--- src/rtl/pwm_sched_pkg.sv ---
// pwm_sched_pkg
//   Shared types and constants for the PWM playback scheduler.
//   - sched_state_e : scheduler state encoding
//   - SAMPLE_DIV_44K: clk110 cycles per 44 kHz sample period
//   - IDLE_CODE     : DAC mid-scale code driven while not playing
//   - cnt_width()   : bits needed to hold 0..max_val
package pwm_sched_pkg;

   typedef enum logic [1:0] {
      IDLE  = 2'd0,
      PRIME = 2'd1,
      RUN   = 2'd2,
      DRAIN = 2'd3
   } sched_state_e;

   localparam int unsigned SAMPLE_DIV_44K = 2500;
   localparam logic [7:0]  IDLE_CODE      = 8'h80;

   function automatic int unsigned cnt_width(input int unsigned max_val);
      return (max_val < 2) ? 1 : $clog2(max_val + 1);
   endfunction

endpackage

--- src/rtl/pwm_playback_sched_sync2.sv ---
// sync2
//   Generic two-flop single-bit synchronizer with synchronous active-low
//   reset. Used for clk1m1 -> clk110 control bits (e.g. play).
//   Ports:
//     clk   in  destination clock
//     rst_n in  synchronous active-low reset (flops clear to 0)
//     d     in  asynchronous input bit
//     q     out synchronized bit, two clk edges of latency
module sync2 (
   input  logic clk,
   input  logic rst_n,
   input  logic d,
   output logic q
);

   logic meta_q, meta_d;
   logic sync_q, sync_d;

   always_comb begin
      meta_d = d;
      sync_d = meta_q;
   end

   always_ff @(posedge clk) begin
      if (!rst_n) begin
         meta_q <= 1'b0;
         sync_q <= 1'b0;
      end else begin
         meta_q <= meta_d;
         sync_q <= sync_d;
      end
   end

   assign q = sync_q;

endmodule

--- src/rtl/pwm_playback_sched.sv ---
// pwm_playback_sched
//   Moves samples from the 16-bit playback FIFO (read side, clk110) to the
//   8-bit PWM DAC: one pop per sample period, FIFO priming before start,
//   underrun accounting, end-of-stream detection and draining of stale data
//   once play stops. SAMPLE_DIV must be >= 4; SHIFT+7 must be <= 15.
//   Ports:
//     clk110         in   110 MHz clock
//     RESET          in   synchronous active-low reset
//     play           in   play request, asynchronous to clk110
//     fifo_empty_n   in   FIFO holds data; fifo_rd_data valid while high
//     fifo_rd_data   in   FIFO head word
//     fifo_rd        out  one-cycle pop strobe
//     sample         out  DAC code
//     sample_strobe  out  one-cycle pulse when sample takes a new FIFO word
//     dac_enable     out  high while in RUN
//     stream_done    out  one-cycle pulse when underruns end the stream
//     underrun_count out  total missed periods, saturating
//     busy           out  scheduler not IDLE
module pwm_playback_sched
   import pwm_sched_pkg::*;
#(
   parameter int unsigned SAMPLE_DIV     = SAMPLE_DIV_44K,
   parameter int unsigned PRIME_WAIT     = 16,
   parameter int unsigned UNDERRUN_LIMIT = 4,
   parameter int unsigned SHIFT          = 4,
   parameter logic [7:0]  IDLE_VALUE     = IDLE_CODE,
   parameter int unsigned CNT_W          = 16
) (
   input  logic             clk110,
   input  logic             RESET,
   input  logic             play,
   input  logic             fifo_empty_n,
   input  logic [15:0]      fifo_rd_data,
   output logic             fifo_rd,
   output logic [7:0]       sample,
   output logic             sample_strobe,
   output logic             dac_enable,
   output logic             stream_done,
   output logic [CNT_W-1:0] underrun_count,
   output logic             busy
);

   localparam int unsigned PER_W  = cnt_width(SAMPLE_DIV - 1);
   localparam int unsigned PRM_W  = cnt_width(PRIME_WAIT);
   localparam int unsigned MISS_W = cnt_width(UNDERRUN_LIMIT);

   localparam logic [PER_W-1:0]  PER_LAST   = PER_W'(SAMPLE_DIV - 1);
   localparam logic [PRM_W-1:0]  PRIME_LAST = PRM_W'(PRIME_WAIT - 1);
   localparam logic [MISS_W-1:0] MISS_LAST  = MISS_W'(UNDERRUN_LIMIT - 1);

   // ---------------------------------------------------------------------
   // play synchronizer and rising-edge detect
   // ---------------------------------------------------------------------
   logic play_s;
   logic play_s_d_q, play_s_d_d;
   logic play_rise;

   sync2 u_play_sync (
      .clk   (clk110),
      .rst_n (RESET),
      .d     (play),
      .q     (play_s)
   );

   assign play_s_d_d = play_s;
   assign play_rise  = play_s & ~play_s_d_q;

   // Only the SHIFT..SHIFT+7 slice is played; the remaining bits are ignored.
   logic unused_rd_bits;
   assign unused_rd_bits = ^fifo_rd_data;

   // ---------------------------------------------------------------------
   // State and counters
   // ---------------------------------------------------------------------
   sched_state_e      state_q, state_d;
   logic [PRM_W-1:0]  prime_cnt_q, prime_cnt_d;
   logic [PER_W-1:0]  period_cnt_q, period_cnt_d;
   logic [MISS_W-1:0] miss_cnt_q, miss_cnt_d;
   logic              dry_q, dry_d;          // FIFO seen empty last DRAIN cycle
   logic [7:0]        sample_q, sample_d;
   logic              fifo_rd_q, fifo_rd_d;
   logic              sample_strobe_q, sample_strobe_d;
   logic              dac_enable_q, dac_enable_d;
   logic              stream_done_q, stream_done_d;
   logic [CNT_W-1:0]  underrun_count_q, underrun_count_d;
   logic              busy_q, busy_d;
   logic              tick;

   assign tick = (period_cnt_q == PER_LAST);

   always_comb begin
      state_d          = state_q;
      prime_cnt_d      = prime_cnt_q;
      period_cnt_d     = period_cnt_q;
      miss_cnt_d       = miss_cnt_q;
      dry_d            = dry_q;
      sample_d         = sample_q;
      fifo_rd_d        = 1'b0;
      sample_strobe_d  = 1'b0;
      stream_done_d    = 1'b0;
      underrun_count_d = underrun_count_q;

      case (state_q)
         IDLE: begin
            // Only a fresh edge starts playback; a level left high after
            // end of stream does not.
            if (play_rise) begin
               state_d     = PRIME;
               prime_cnt_d = '0;
            end
         end

         PRIME: begin
            if (!play_s) begin
               state_d = DRAIN;
               dry_d   = 1'b0;
            end else if (fifo_empty_n) begin
               prime_cnt_d = prime_cnt_q + 1'b1;
               if (prime_cnt_q == PRIME_LAST) begin
                  state_d      = RUN;
                  period_cnt_d = '0;
                  miss_cnt_d   = '0;
               end
            end else begin
               // Data must be present continuously; any gap restarts priming.
               prime_cnt_d = '0;
            end
         end

         RUN: begin
            // A stop request outranks a coincident tick: no pop, no count.
            if (!play_s) begin
               state_d = DRAIN;
               dry_d   = 1'b0;
            end else begin
               period_cnt_d = tick ? '0 : period_cnt_q + 1'b1;
               if (tick) begin
                  if (fifo_empty_n) begin
                     sample_d        = fifo_rd_data[SHIFT+7:SHIFT];
                     fifo_rd_d       = 1'b1;
                     sample_strobe_d = 1'b1;
                     miss_cnt_d      = '0;
                  end else begin
                     if (underrun_count_q != '1)
                        underrun_count_d = underrun_count_q + 1'b1;
                     miss_cnt_d = miss_cnt_q + 1'b1;
                     if (miss_cnt_q == MISS_LAST) begin
                        stream_done_d = 1'b1;
                        state_d       = DRAIN;
                        dry_d         = 1'b0;
                     end
                  end
               end
            end
         end

         DRAIN: begin
            // Skip a cycle after each pop so the FIFO flag can catch up.
            fifo_rd_d = fifo_empty_n & ~fifo_rd_q;
            if (fifo_empty_n) begin
               dry_d = 1'b0;
            end else if (dry_q) begin
               state_d = IDLE;
               dry_d   = 1'b0;
            end else begin
               dry_d = 1'b1;
            end
         end

         default: state_d = IDLE;
      endcase

      // Outputs are registered from the next state so they line up with it.
      if (state_d != RUN)
         sample_d = IDLE_VALUE;
      dac_enable_d = (state_d == RUN);
      busy_d       = (state_d != IDLE);
   end

   always_ff @(posedge clk110) begin
      if (!RESET) begin
         state_q          <= IDLE;
         play_s_d_q       <= 1'b0;
         prime_cnt_q      <= '0;
         period_cnt_q     <= '0;
         miss_cnt_q       <= '0;
         dry_q            <= 1'b0;
         sample_q         <= IDLE_VALUE;
         fifo_rd_q        <= 1'b0;
         sample_strobe_q  <= 1'b0;
         dac_enable_q     <= 1'b0;
         stream_done_q    <= 1'b0;
         underrun_count_q <= '0;
         busy_q           <= 1'b0;
      end else begin
         state_q          <= state_d;
         play_s_d_q       <= play_s_d_d;
         prime_cnt_q      <= prime_cnt_d;
         period_cnt_q     <= period_cnt_d;
         miss_cnt_q       <= miss_cnt_d;
         dry_q            <= dry_d;
         sample_q         <= sample_d;
         fifo_rd_q        <= fifo_rd_d;
         sample_strobe_q  <= sample_strobe_d;
         dac_enable_q     <= dac_enable_d;
         stream_done_q    <= stream_done_d;
         underrun_count_q <= underrun_count_d;
         busy_q           <= busy_d;
      end
   end

   assign fifo_rd        = fifo_rd_q;
   assign sample         = sample_q;
   assign sample_strobe  = sample_strobe_q;
   assign dac_enable     = dac_enable_q;
   assign stream_done    = stream_done_q;
   assign underrun_count = underrun_count_q;
   assign busy           = busy_q;

endmodule
--- config.mk ---
export PLATFORM = sky130hd
export DESIGN_NAME = pwm_playback_sched
export DESIGN_NICKNAME = d
export VERILOG_FILES = /design/src/rtl/pwm_sched_pkg.sv /design/src/rtl/pwm_playback_sched_sync2.sv /design/src/rtl/pwm_playback_sched.sv
export SDC_FILE = /design/constraint.sdc
export NUM_CORES = 1
export LEC_CHECK = 0
export BUFFER_PORTS_ARGS = -buffer_cell sky130_fd_sc_hd__buf_2
export CORE_MARGIN = 1
export CORE_UTILIZATION = 45
export CTS_CLUSTER_DIAMETER = 30
export DETAILED_ROUTE_END_ITERATION = 8
export PLACE_DENSITY = 0.67
export SLEW_MARGIN = 20
export SYNTH_ARGS = -nofsm -noshare
export SYNTH_HDL_FRONTEND = slang
export SYNTH_SLANG_ARGS = --single-unit
--- constraint.sdc ---
create_clock -name clk110 -period 4.6 [get_ports clk110]
set_input_delay 0.23 -clock clk110 [delete_from_list [all_inputs] [get_ports clk110]]
set_output_delay 0.23 -clock clk110 [all_outputs]
set_load 0.1 [all_outputs]
Word-level counts from Yosys, hierarchy flattened
Index checks and enable logic that the tools add are counted.
{"block": "totals", "ramBits": 0, "elab_cells": 102, "mem_bits_ro": 0, "ff_bits": 55, "output_inout_bits": 29, "latch_bits": 0, "in_bits": 20, "memories": 0}
{"block": "classes", "n_addsub": 4, "n_mux": 41, "mul": 0, "div": 0, "order_cmp": 0, "n_eq_ne": 19, "n_reduce_logical": 14, "bitwise": 9, "shifts": 0}
{"operator": "2-to-1 mux 12 bit", "n": 5}
{"operator": "case mux 12 bit (2 select lines)", "n": 1}
{"operator": "2-to-1 mux 2 bit", "n": 10}
{"operator": "2-to-1 mux 3 bit", "n": 6}
{"operator": "adder 16 x 1 -> 16 bit (second input constant)", "n": 1}
{"operator": "inequality test 16 bit (second input constant)", "n": 1}
{"operator": "2-to-1 mux 5 bit", "n": 3}
{"operator": "AND reduction 5 bit", "n": 3}
{"operator": "adder 12 x 1 -> 12 bit (second input constant)", "n": 1}
{"operator": "== test 12 bit (second input constant)", "n": 1}
{"operator": "inequality test 2 bit (second input constant)", "n": 6}
{"operator": "2-to-1 mux 1 bit", "n": 11}
{"operator": "case mux 5 bit (2 select lines)", "n": 1}
{"operator": "inequality test 3 bit (second input constant)", "n": 3}
{"operator": "case mux 2 bit (4 select lines)", "n": 1}
{"operator": "NOT 1 bit", "n": 7}
{"operator": "== test 2 bit (second input constant)", "n": 3}
{"operator": "case mux 3 bit (2 select lines)", "n": 1}
{"operator": "AND reduction 6 bit", "n": 1}
{"operator": "nonzero test 2 bit", "n": 3}
{"operator": "adder 5 x 1 -> 5 bit (second input constant)", "n": 1}
{"operator": "== test 5 x 4 -> 1 bit (second input constant)", "n": 1}
{"operator": "OR reduction 5 bit", "n": 1}
{"operator": "inequality test 2 x 1 -> 1 bit (second input constant)", "n": 2}
{"operator": "other kinds (12)", "n": 13}

Logic depth before layout (Yosys ltp)
Gate-level depths: netlist of run 1.
{"block": "logic_depth", "word_depth": 8, "depth_mapped": 9, "depth_no_buf": 8}

Modules after synthesis
From an unflattened synthesis of run 1, not the netlist that was laid out.
{"block": "hier_totals", "hier_cells": 283, "area_unflattened_um2": 2517.4}
{"module": "pwm_playback_sched", "area_each_um2": 2464.9, "cells_per_inst": 279, "instances": 1, "seq_area_each_um2": 1061.0}
{"module": "sync2", "area_each_um2": 52.6, "cells_per_inst": 4, "instances": 1, "seq_area_each_um2": 40.0}

Least setup slack after synthesis of run 1
OpenSTA, ideal clock, no wires.
{"block": "synth_path", "path_kind": "flip-flop to flip-flop", "start": "register underrun_count_q[0], in the netlist underrun_count[0]", "end": "register underrun_count_q[14], in the netlist underrun_count[14]", "path_slack_ps": 1800, "setup_ps": 71, "required_time_ps": 4529, "stages_incl_launch_ff": 7, "n_path_buf": 0, "arrival_ps": 2729, "synth_period_minus_slack_ps": 2800, "cell_sequence": "dfxtp_1 > ha_1 > nand3_1 > or2_2 > or4_1 > or3_1 > a21oi_1"}
{"block": "synth_between", "elab_chain_cells": 2, "word_cells_on_any_way": 3, "cone_classes": "1 x add/sub; 1 x eq/ne; 1 x reduce/logical"}
{"element": "from (decl)", "line_no": "pwm_playback_sched.sv:85", "text": "logic [CNT_W-1:0] underrun_count_q, underrun_count_d;"}
{"element": "from (signal assigned)", "line_no": "pwm_playback_sched.sv:207", "text": "underrun_count_q <= underrun_count_d;"}
{"element": "parallel branches: the longest is 2 deep, another holds adder 16 x 1 -> 16 bit"}
Several ways; the timed one is not identified.
A chain may end at the register's enable or synchronous reset.

Final worst setup path of run 1
{"block": "layout_path", "start": "register state_q[1]", "end": "register miss_cnt_q[1]"}
{"block": "layout_between", "elab_chain_cells": 3, "word_cells_on_any_way": 10, "cone_classes": "7 x eq/ne; 1 x mux; 2 x reduce/logical"}
{"element": "from (decl)", "line_no": "pwm_playback_sched.sv:75", "text": "sched_state_e state_q, state_d;"}
{"element": "from (signal assigned)", "line_no": "pwm_playback_sched.sv:196", "text": "state_q <= state_d;"}
{"element": "== test 2 bit / == test 2 x 1 -> 1 bit (equally long branches)", "line_no": "pwm_playback_sched.sv:103", "text": "case (state_q)"}
{"element": "inequality test 2 bit (no line), or another cell as far along"}
{"element": "AND reduction 6 bit (no line)"}
{"element": "to (signal assigned)", "line_no": "pwm_playback_sched.sv:200", "text": "miss_cnt_q <= miss_cnt_d;"}
{"element": "to (decl)", "line_no": "pwm_playback_sched.sv:78", "text": "logic [MISS_W-1:0] miss_cnt_q, miss_cnt_d;"}
Parallel ways exist; a longest one is shown, timed or not.

==> results of run 1 <==
power groups by stage:
| stage | Combinational (W) | Sequential [W] | Clock (W) |
|---|---|---|---|
| 2_1_floorplan | 0.0000331 | 0.000510 | 0 |
| 3_3_place_gp | 0.0000565 | 0.000500 | 0 |
| 3_5_place_dp | 0.0000568 | 0.000500 | 0 |
| 4_1_cts | 0.0000573 | 0.000489 | 0.000294 |
| 5_1_grt | 0.0000628 | 0.000490 | 0.000317 |
| 6_report | 0.0000570 | 0.000489 | 0.000285 |
routing by layer:
metal,global-route usage,vias to the layer above,share of wire
met4,0.0623,0,0.0057
met5,0,-,0
met2,0.291,27,0.47
met1,0.254,1004,0.49
li1,-,1102,-
met3,0.0412,2,0.032
per-stage QoR:
step                total power, W  utilization  worst slack (ns)  hold slack [ns]  instance area, um^2
CTS                       0.000841        0.531              2.31            0.108                 2930
global placement          0.000556        0.514              2.39            0.418                 2830
floorplan                 0.000543            -              1.80            0.357                 2580
finish                    0.000831        0.531              2.33            0.119                 2930
global route              0.000870        0.531              2.07            0.117                 2930
detailed placement        0.000557        0.514              2.34            0.425                 2830
sequential cells by signal, summed over array words and instances, names as in the netlist:
name / cells
underrun_count: 16
period_cnt_q: 12
sample: 8
prime_cnt_q: 5
miss_cnt_q: 3
state_q: 2
busy: 1
dac_enable: 1
dry_q: 1
fifo_rd: 1
play_s_d_q: 1
sample_strobe: 1
stream_done: 1
u_play_sync.meta_q: 1
u_play_sync.q: 1
cells in the final DEF (no fill, tap or decap), types with 2 or more instances in the layout:
cell type	Yosys	final
a211oi_1	2	2
a21o_1	3	3
a21oi_1	10	10
and2_1	4	4
and3_1	2	2
and4_1	2	2
and4b_1	2	2
buf_2	4	40
clkbuf_8	0	6
dfxtp_1	55	55
ha_1	6	6
inv_1	13	13
mux2i_1	17	17
nand2_1	26	26
nand2b_1	11	11
nand3_1	15	15
nand4_1	12	12
nand4b_1	3	3
nor2_1	38	38
nor2b_1	2	2
nor3_1	8	8
nor4_1	6	6
o21a_1	2	2
o21ai_0	3	3
o22ai_1	2	2
or2_2	2	2
or3_1	3	3
or4_1	2	2
xnor2_1	10	10
xor2_1	6	6
how the worst max path moves through the flow:
stage / to / depth (start not counted)
finish: miss_cnt_q[1] / 5
global placement: miss_cnt_q[0] / 8
floorplan: underrun_count[14] / 6
global route: miss_cnt_q[0] / 8
CTS: miss_cnt_q[1] / 8
detailed placement: miss_cnt_q[1] / 8
kinds of logic (layout without fill, tap and decap cells):
kind of cell | after synthesis | count (layout) | share of synthesized area
compound gates | 28 | 28 | 0.0692
xor+xnor | 16 | 16 | 0.0542
fa+ha+maj | 6 | 6 | 0.0291
buf+inv | 26 | 62 | 0.0397
flops | 55 | 55 | 0.426
mux | 18 | 18 | 0.0702
simple gates | 149 | 149 | 0.311
area by class of cell:
| cell class | count | area, um^2 |
|---|---|---|
| Multi-Input combinational cell | 217 | 1380 |
| Fill cell | 543 | 2580 |
| Timing Repair Buffer | 41 | 208 |
| Tap cell | 72 | 90.1 |
| Clock buffer | 6 | 82.6 |
| Inverter | 13 | 48.8 |
| Sequential cell | 55 | 1100 |
| Clock inverter | 2 | 16.3 |
worst reg2reg max path: stages, from the launching register on:
cell and delay [ns]:
dfxtp_1 0.44, nor2b_1 0.41, nand3_1 0.21, or4_1 0.56
or3_1 0.40, o22ai_1 0.16
==> metrics.md, run 1 <==
| Metric | Value |
|---|---|
| Status | `finished clean` |
| Max-slew headroom | `0.630` |
| Fmax | `441 MHz` |
| Top-count cell post-synth | `dfxtp_1` |
| Placed cell count | `398` |
| Hold_sp | `play` |
| Worst r2r src | `state_q[1]` |
| Arrival time at the worst endpoint | `2.50 ns` |
| Sequential-to-total area share from yosys stat | `0.426` |
| Crit Path Class | `reg -> reg` |
| H-Tree Depth | `2` |
| Worst Hold Path Cells | `2` |
| Placeable Area | `5510 um^2` |
| Area Growth Syn to Fin | `13.3%` |
| CP Max Fanout | `7` |
| Slack of the worst reg-to-reg path | `2.33 ns` |
| WHS Endpoint | `u_play_sync.meta_q` |
| Cts-stage hold buffer count | `0` |
| Initial Util | `0.469` |
| Clk slew on worst S/H paths | `0.10 ns` |
| R2R depth | `5` |
| Clock Sinks | `55` |
| Static Leak | `1.19 nW` |
| Drt wl/cell | `13.0 um` |
| Pre-antenna DRT Iters | `5` |
| Worst Path Required | `4.83 ns` |
| Hold crit path type | `in -> reg` |
| Global Route Usage Sum | `0.187` |
| Antenna violations before repair | `0` |
| Worst-Margin Slew | `0.550 ns` |
| Hold Vio Cnt, Final | `0` |
| Vias per cell | `5.26` |
| Final period util | `0.493` |
| Buf/Inv on CP | `0` |
| Antenna cells | `0` |
| Post-synth top flop | `dfxtp_1` |
| Resize count post-CTS | `0` |
| Critical path origin | `state_q[1]` |
| Shortest period the worst path allows | `2.27 ns` |
| Unrepaired setup endpoints after global routing | `false` |
| Max cap viols | `0` |
| Grt total ovfl | `0` |
| Synthesized area | `2580 um^2` |
| Max stage delay on crit path | `0.56 ns` |
| Cells after Synth | `298` |
| Crit end category | `flip-flop` |
| Synth area leader | `dfxtp_1` |
| First-pass GRT wire length | `8.96 mm` |
| Die Area | `6050 um^2` |
| CTS root buffer | `clkbuf_8` |
| Worst reg2reg endpoint | `miss_cnt_q[1]` |
| Ys async rst share | `0` |
| NetSw | `0.000209 W` |
| PD cells | `284 nW/um^2` |
| Switching part of the total | `0.251` |
| Worst-Skew Late Latency | `0.31 ns` |
| Slew Viols, Final | `0` |
| Clock power frac | `0.343` |
| Die extent in y | `77.8 um` |
| Worst Skew | `0.00985 ns` |
| Critical-path top delay cell | `or4_1` |
| VDD IR max | `0.151 mV` |
| Via count | `2,135` |
| CTS tree | `done` |
| Net count after synthesis | `324` |
| Synth Register Bits | `55` |
| Family with the most delay on the worst path | `simple AND/OR/NAND/NOR gates` |
| Startpoint types | `flip-flop` |
| Ports | `49` |
| Logic pwr share | `0.069` |
| Synth warnings | `0` |
| ANT nets after route | `0` |
| Final setup violating endpoints | `0` |
| Fin cells | `406` |
| Synth cell types | `48` |
| Top post-synthesis cells by area | `dfxtp_1 43%, mux2i_1 6.6%, nor2_1 5.5%` |
| Layout cells sized above 1 | `0.183` |
| Vias in the first global route | `1,847` |
| Initial drt markers | `79` |
| Largest net degree at the start of global routing | `25` |
| Nets | `359` |
| Internal | `0.000622 W` |
| Setup tns final | `0 ns` |
| EDFF count, synth | `0` |
| Final WL | `5.30 mm` |
| Clock Tree Buf Depth | `2` |
| # rows | `27` |
| Critical path cell sequence | `nor2b_1, nand3_1, or4_1, or3_1, o22ai_1` |
| Mapped Avg Cell Area | `8.67 um^2` |
| Number of setup buffers added after CTS | `0` |
| Top-area cell type share of the netlist area | `0.426` |
| DIE WIDTH | `77.8 um` |
| RePlAce Congestion | `0.791` |
| Clock buffer count from CTS | `5` |
| Commonest cells in the synthesized netlist | `55 x dfxtp_1, 38 x nor2_1, 26 x nand2_1, 17 x mux2i_1, 15 x nand3_1` |
| Number of port buffers | `40` |
| Placed wire-length estimate | `3.80 mm` |
| Residual DRC | `0` |
| Sequential share of power | `0.589` |
Note: power is estimated with default switching activity, not from simulation.
==> run 2: changes to the inputs <==
==> constraint.sdc (replaced) <==
create_clock -name clk110 -period 2.2 [get_ports clk110]
set_input_delay 0.11 -clock clk110 [delete_from_list [all_inputs] [get_ports clk110]]
set_output_delay 0.11 -clock clk110 [all_outputs]
set_load 0.1 [all_outputs]
==> metrics.md, run 2 (synthesized netlist as in run 1, its figures left out) <==
| Metric | Value |
|---|---|
| Clk slew on worst S/H paths | `0.10 ns` |
| Antenna cells | `0` |
| Worst-Skew Late Latency | `0.31 ns` |
| Layout fillers | `500` |
| CP Max Fanout | `4` |
| VDD IR max | `0.343 mV` |
| Die Area | `6050 um^2` |
| Hold Worst Slack | `0.0116 ns` |
| Layout cells sized above 1 | `0.274` |
| Largest register FFs | `16` |
| Arrival time at the worst endpoint | `2.28 ns` |
| Final period util | `0.929` |
| CTS tree | `done` |
| Most common cell after layout, fill and taps aside | `buf_2` |
| Crit end category | `flip-flop` |
| Status | `finished clean` |
| Critical path origin | `period_cnt_q[5]` |
| Slew Viols, Final | `0` |
| Worst Path Required | `2.44 ns` |
| Drt wl/cell | `13.0 um` |
| Initial Util | `0.469` |
| Residual DRC | `0` |
| First-pass GRT wire length | `9.55 mm` |
| Largest net degree at the start of global routing | `24` |
| ANT nets after route | `0` |
| Worst-Margin Slew | `0.498 ns` |
| CTS root buffer | `clkbuf_8` |
| Vias per cell | `5.22` |
| Final WL | `5.50 mm` |
| RePlAce Congestion | `0.818` |
| Pre-antenna DRT Iters | `4` |
| Ports | `49` |
| Final setup violating endpoints | `0` |
| Max-slew headroom | `0.670` |
| Family with the most delay on the worst path | `simple AND/OR/NAND/NOR gates` |
| Nets | `375` |
| DIE WIDTH | `77.8 um` |
| Final worst-path setup slack | `0.155 ns` |
| Crit Path Class | `reg -> reg` |
| Global Route Usage Sum | `0.196` |
| Placeable Area | `5510 um^2` |
| Commonest non-fill, non-tap cells in the layout | `40 x buf_2, 39 x dfxtp_1, 38 x nor2_1` |
| Area Growth Syn to Fin | `21.2%` |
| Unrepaired setup endpoints after global routing | `false` |
| Worst r2r src | `period_cnt_q[5]` |
| Hold_sp | `play` |
| Placed wire-length estimate | `3.95 mm` |
| Via count | `2,203` |
| Static Leak | `1.30 nW` |
| Hold crit path type | `in -> reg` |
| PD cells | `600 nW/um^2` |
| Buf/Inv on CP | `1` |
| Clock buffer count from CTS | `5` |
| Cts-stage hold buffer count | `0` |
| Worst Skew | `0.00908 ns` |
| Die extent in y | `77.8 um` |
| # rows | `27` |
| Antenna violations before repair | `0` |
| Clock Tree Buf Depth | `2` |
| Clock Sinks | `55` |
| H-Tree Depth | `2` |
| Max cap viols | `0` |
| Startpoint types | `flip-flop` |
| Grt total ovfl | `0` |
| Vias in the first global route | `2,120` |
| Hold Vio Cnt, Final | `0` |
| Fmax | `489 MHz` |
| Max stage delay on crit path | `0.55 ns` |
| Initial drt markers | `146` |
| Shortest period the worst path allows | `2.04 ns` |
| Number of port buffers | `40` |
| Critical path cell sequence | `nor4b_2, buf_4, nand3_1, or4_1, or3_1, a21oi_1` |
| Critical-path top delay cell | `or4_1` |
| Setup WS pre-CTS | `0.0211 ns` |
## run 2: cell count changes in the layout (fill, tap and decap cells not counted), sizes merged
cell,change
clkbuf,+1
clkinv,-1
bufinv,+1
clkinvlp,-1
buf,+16
## run 2: final cells by class
type                    count  area [um^2]  area share
clock buffers               7         97.6      0.0312
inverters                  13         48.8      0.0156
repair buffers             57          328       0.105
multi-input cells         217         1400       0.447
well taps                  72         90.1      0.0288
flip-flops and latches     55         1140       0.363
clock inverters             1         30.0     0.00959
## run 2: per-layer routing
metal | share of wire | global-route usage | vias up | wire length, um
met5 | 0 | 0 | - | 0
met3 | 0.037 | 0.0424 | 6 | 205
met4 | 0.010 | 0.0623 | 0 | 55
met2 | 0.47 | 0.317 | 44 | 2610
li1 | - | - | 1138 | -
met1 | 0.48 | 0.260 | 1015 | 2630
## run 2: per-stage QoR
stage | total power (W) | instance area (um^2) | std cells | utilization | TNS [ns]
after floorplan | 0.00113 | 2620 | 298 | - | -0.0507
after global placement | 0.00117 | 2980 | 413 | 0.540 | 0
after detailed placement | 0.00117 | 2980 | 413 | 0.540 | 0
after CTS | 0.00189 | 3100 | 421 | 0.564 | 0
after global routing | 0.00195 | 3130 | 422 | 0.569 | 0
final | 0.00188 | 3130 | 422 | 0.569 | 0
## run 2: worst paths after layout
kind	end	slack, ns	cells past startpoint
max	underrun_count[14]	0.16	6
min	u_play_sync.meta_q	0.01	2
max reg2reg	underrun_count[14]	0.16	6
min reg2reg	u_play_sync.q	0.45	1
## run 2: repair_timing
action | CTS | global route
endpoints found under the hold margin | 0 | 0
setup endpoints to repair | 0 | 15
gates resized for setup | 0 | 4
buffers inserted | 0 | 1
## run 2: worst register-to-register path, cell delays in order (launching register included)
cell and delay, ns:
dfxtp_1 0.35, nor4b_2 0.31, buf_4 0.16, nand3_1 0.13, or4_1 0.55, or3_1 0.32
a21oi_1 0.15
## run 2: power breakdown
part	total [W]	internal [W]	switching, W
combinational	0.000131	0.0000438	0.0000875
sequential	0.00101	0.00100	0.0000135
clock	0.000734	0.000409	0.000325
total	0.00188	0.00145	0.000426
==> run 3: changes to the inputs <==
--- a/config.mk
+++ b/config.mk
@@ -7,10 +7,10 @@
 export LEC_CHECK = 0
 export BUFFER_PORTS_ARGS = -buffer_cell sky130_fd_sc_hd__buf_2
 export CORE_MARGIN = 1
-export CORE_UTILIZATION = 45
+export CORE_UTILIZATION = 55
 export CTS_CLUSTER_DIAMETER = 30
 export DETAILED_ROUTE_END_ITERATION = 8
-export PLACE_DENSITY = 0.67
+export PLACE_DENSITY = 0.79
 export SLEW_MARGIN = 20
 export SYNTH_ARGS = -nofsm -noshare
 export SYNTH_HDL_FRONTEND = slang
==> metrics.md, run 3 (synthesized netlist as in run 1, its figures left out) <==
| Metric | Value |
|---|---|
| Status | `finished, violations left` |
| Violated checks | `design-rule violations` |
| Placed wire-length estimate | `3.70 mm` |
| Global Route Usage Sum | `0.224` |
| Placeable Area | `4440 um^2` |
| Arrival time at the worst endpoint | `2.28 ns` |
| Final WL | `5.15 mm` |
| DIE WIDTH | `70.5 um` |
| Grt total ovfl | `0` |
| Via count | `2,224` |
| Worst reg2reg endpoint | `miss_cnt_q[2]` |
| PD cells | `565 nW/um^2` |
| Clock Tree Buf Depth | `2` |
| Hold crit path type | `in -> reg` |
| Worst Hold Path Cells | `3` |
| # rows | `24` |
| Worst Path Required | `2.44 ns` |
| Crit Path Class | `reg -> reg` |
| CTS root buffer | `clkbuf_8` |
| CTS tree | `done` |
| Initial drt markers | `102` |
| Final setup violating endpoints | `0` |
| WHS Endpoint | `sample[1]` |
| Fmax | `490 MHz` |
| ANT nets after route | `0` |
| Ports | `49` |
| Pre-antenna DRT Iters | `6` |
| Hold_sp | `fifo_rd_data[5]` |
| Slew Viols, Final | `0` |
| H-Tree Depth | `2` |
| Startpoint types | `flip-flop` |
| Number of setup buffers added after CTS | `0` |
| Vias in the first global route | `1,988` |
| Clock Sinks | `55` |
| Die Area | `4980 um^2` |
| Area Growth Syn to Fin | `18.2%` |
| VDD IR max | `0.440 mV` |
| Die extent in y | `70.5 um` |
| Nets | `371` |
| Initial Util | `0.581` |
| Number of port buffers | `40` |
| Largest register FFs | `16` |
| R2R depth | `5` |
| Commonest non-fill, non-tap cells in the layout | `40 x buf_2, 39 x dfxtp_1, 38 x nor2_1` |
| Slack of the worst reg-to-reg path | `0.16 ns` |
| Most common cell after layout, fill and taps aside | `buf_2` |
| Shortest period the worst path allows | `2.04 ns` |
| Drt wl/cell | `12.9 um` |
| Layout cells sized above 1 | `0.269` |
| Crit end category | `flip-flop` |
| Worst Skew | `0.00463 ns` |
| Max cap viols | `0` |
| Residual DRC | `4` |
| Worst-Skew Late Latency | `0.31 ns` |
| Final period util | `0.927` |
| Hold Vio Cnt, Final | `0` |
| CP Max Fanout | `5` |
| RePlAce Congestion | `0.856` |
| First-pass GRT wire length | `8.92 mm` |
| Static Leak | `1.26 nW` |
| Largest net degree at the start of global routing | `24` |
| Vias per cell | `5.59` |
| Unrepaired setup endpoints after global routing | `false` |
| Setup tns final | `0 ns` |
| Final Cell Area | `3050 um^2` |
| Clock buffer count from CTS | `5` |
| Antenna cells | `0` |
| Max-slew headroom | `0.670` |
| Total power draw | `0.00172 W` |
| Placement Cell Area | `2920 um^2` |
| Worst r2r src | `period_cnt_q[5]` |
| Worst-Margin Slew | `0.499 ns` |
| Clk slew on worst S/H paths | `0.10 ns` |
| Antenna violations before repair | `0` |
==> run 3: cell types whose count changed in the layout (fill, tap and decap cells not counted), sizes merged <==
cell	previous run	this run
clkinv	0	1
clkbuf	7	5
buf	57	52
inv	13	15
dlygate4sd3	0	1
bufinv	1	0
==> run 3: worst max-delay path by stage <==
stage | slack (ns) | from | end
3_5_place_dp | 0.02 | period_cnt_q[5] | miss_cnt_q[2]
5_1_grt | 0.005 | period_cnt_q[9] | miss_cnt_q[2]
4_1_cts | 0.03 | prime_cnt_q[0] | sample[3]
3_3_place_gp | 0.09 | prime_cnt_q[0] | sample[4]
2_1_floorplan | -0.05 | underrun_count[2] | underrun_count[14]
6_report | 0.16 | period_cnt_q[5] | miss_cnt_q[2]
==> run 3: stage by stage <==
stage	cells	setup slack [ns]	utilization	hold slack [ns]
floorplan	298	-0.0507	-	0.237
global placement	389	0.0886	0.657	0.320
detailed placement	389	0.0152	0.657	0.321
CTS	398	0.0340	0.681	0.0154
global route	398	0.00545	0.687	0.0115
finish	398	0.161	0.687	0.0190
==> run 3: area by class of cell <==
| cell class | count | area (um^2) |
|---|---|---|
| inverters | 13 | 48.8 |
| clock inverters | 3 | 22.5 |
| multi-input cells | 217 | 1410 |
| well taps | 52 | 65.1 |
| fillers | 351 | 1390 |
| clock buffers | 5 | 68.8 |
| repair buffers | 53 | 300 |
| flip-flops and latches | 55 | 1140 |
==> run 3: critical path, cell delays in order (launching register included) <==
cell and delay [ns]:
dfxtp_1 0.36, nor4b_2 0.38, nand3_1 0.18, or4_1 0.53, or3_1 0.39, o22ai_1 0.14
==> run 3: power breakdown <==
| group | leakage [nW] | total, W | switching, W | internal (W) |
|---|---|---|---|---|
| sequential | 0.454 | 0.00102 | 0.0000149 | 0.00100 |
| clock | 0.0489 | 0.000578 | 0.000347 | 0.000231 |
| combinational | 0.754 | 0.000130 | 0.0000865 | 0.0000439 |
| total | 1.26 | 0.00172 | 0.000448 | 0.00128 |
==> run 3: routing by layer <==
layer,part of all wire,up-vias,GRT usage
met4,0.013,0,0.0822
met3,0.042,7,0.0527
met2,0.45,47,0.355
met5,0,-,0
li1,-,1132,-
met1,0.50,1038,0.301
==> run 3: repair_timing <==
action	CTS	global route
endpoints found under the setup margin	3	11
hold buffers	1	0
resized for setup	1	5
hold endpoints to repair	1	0
pin swaps	0	1
cloned	0	0
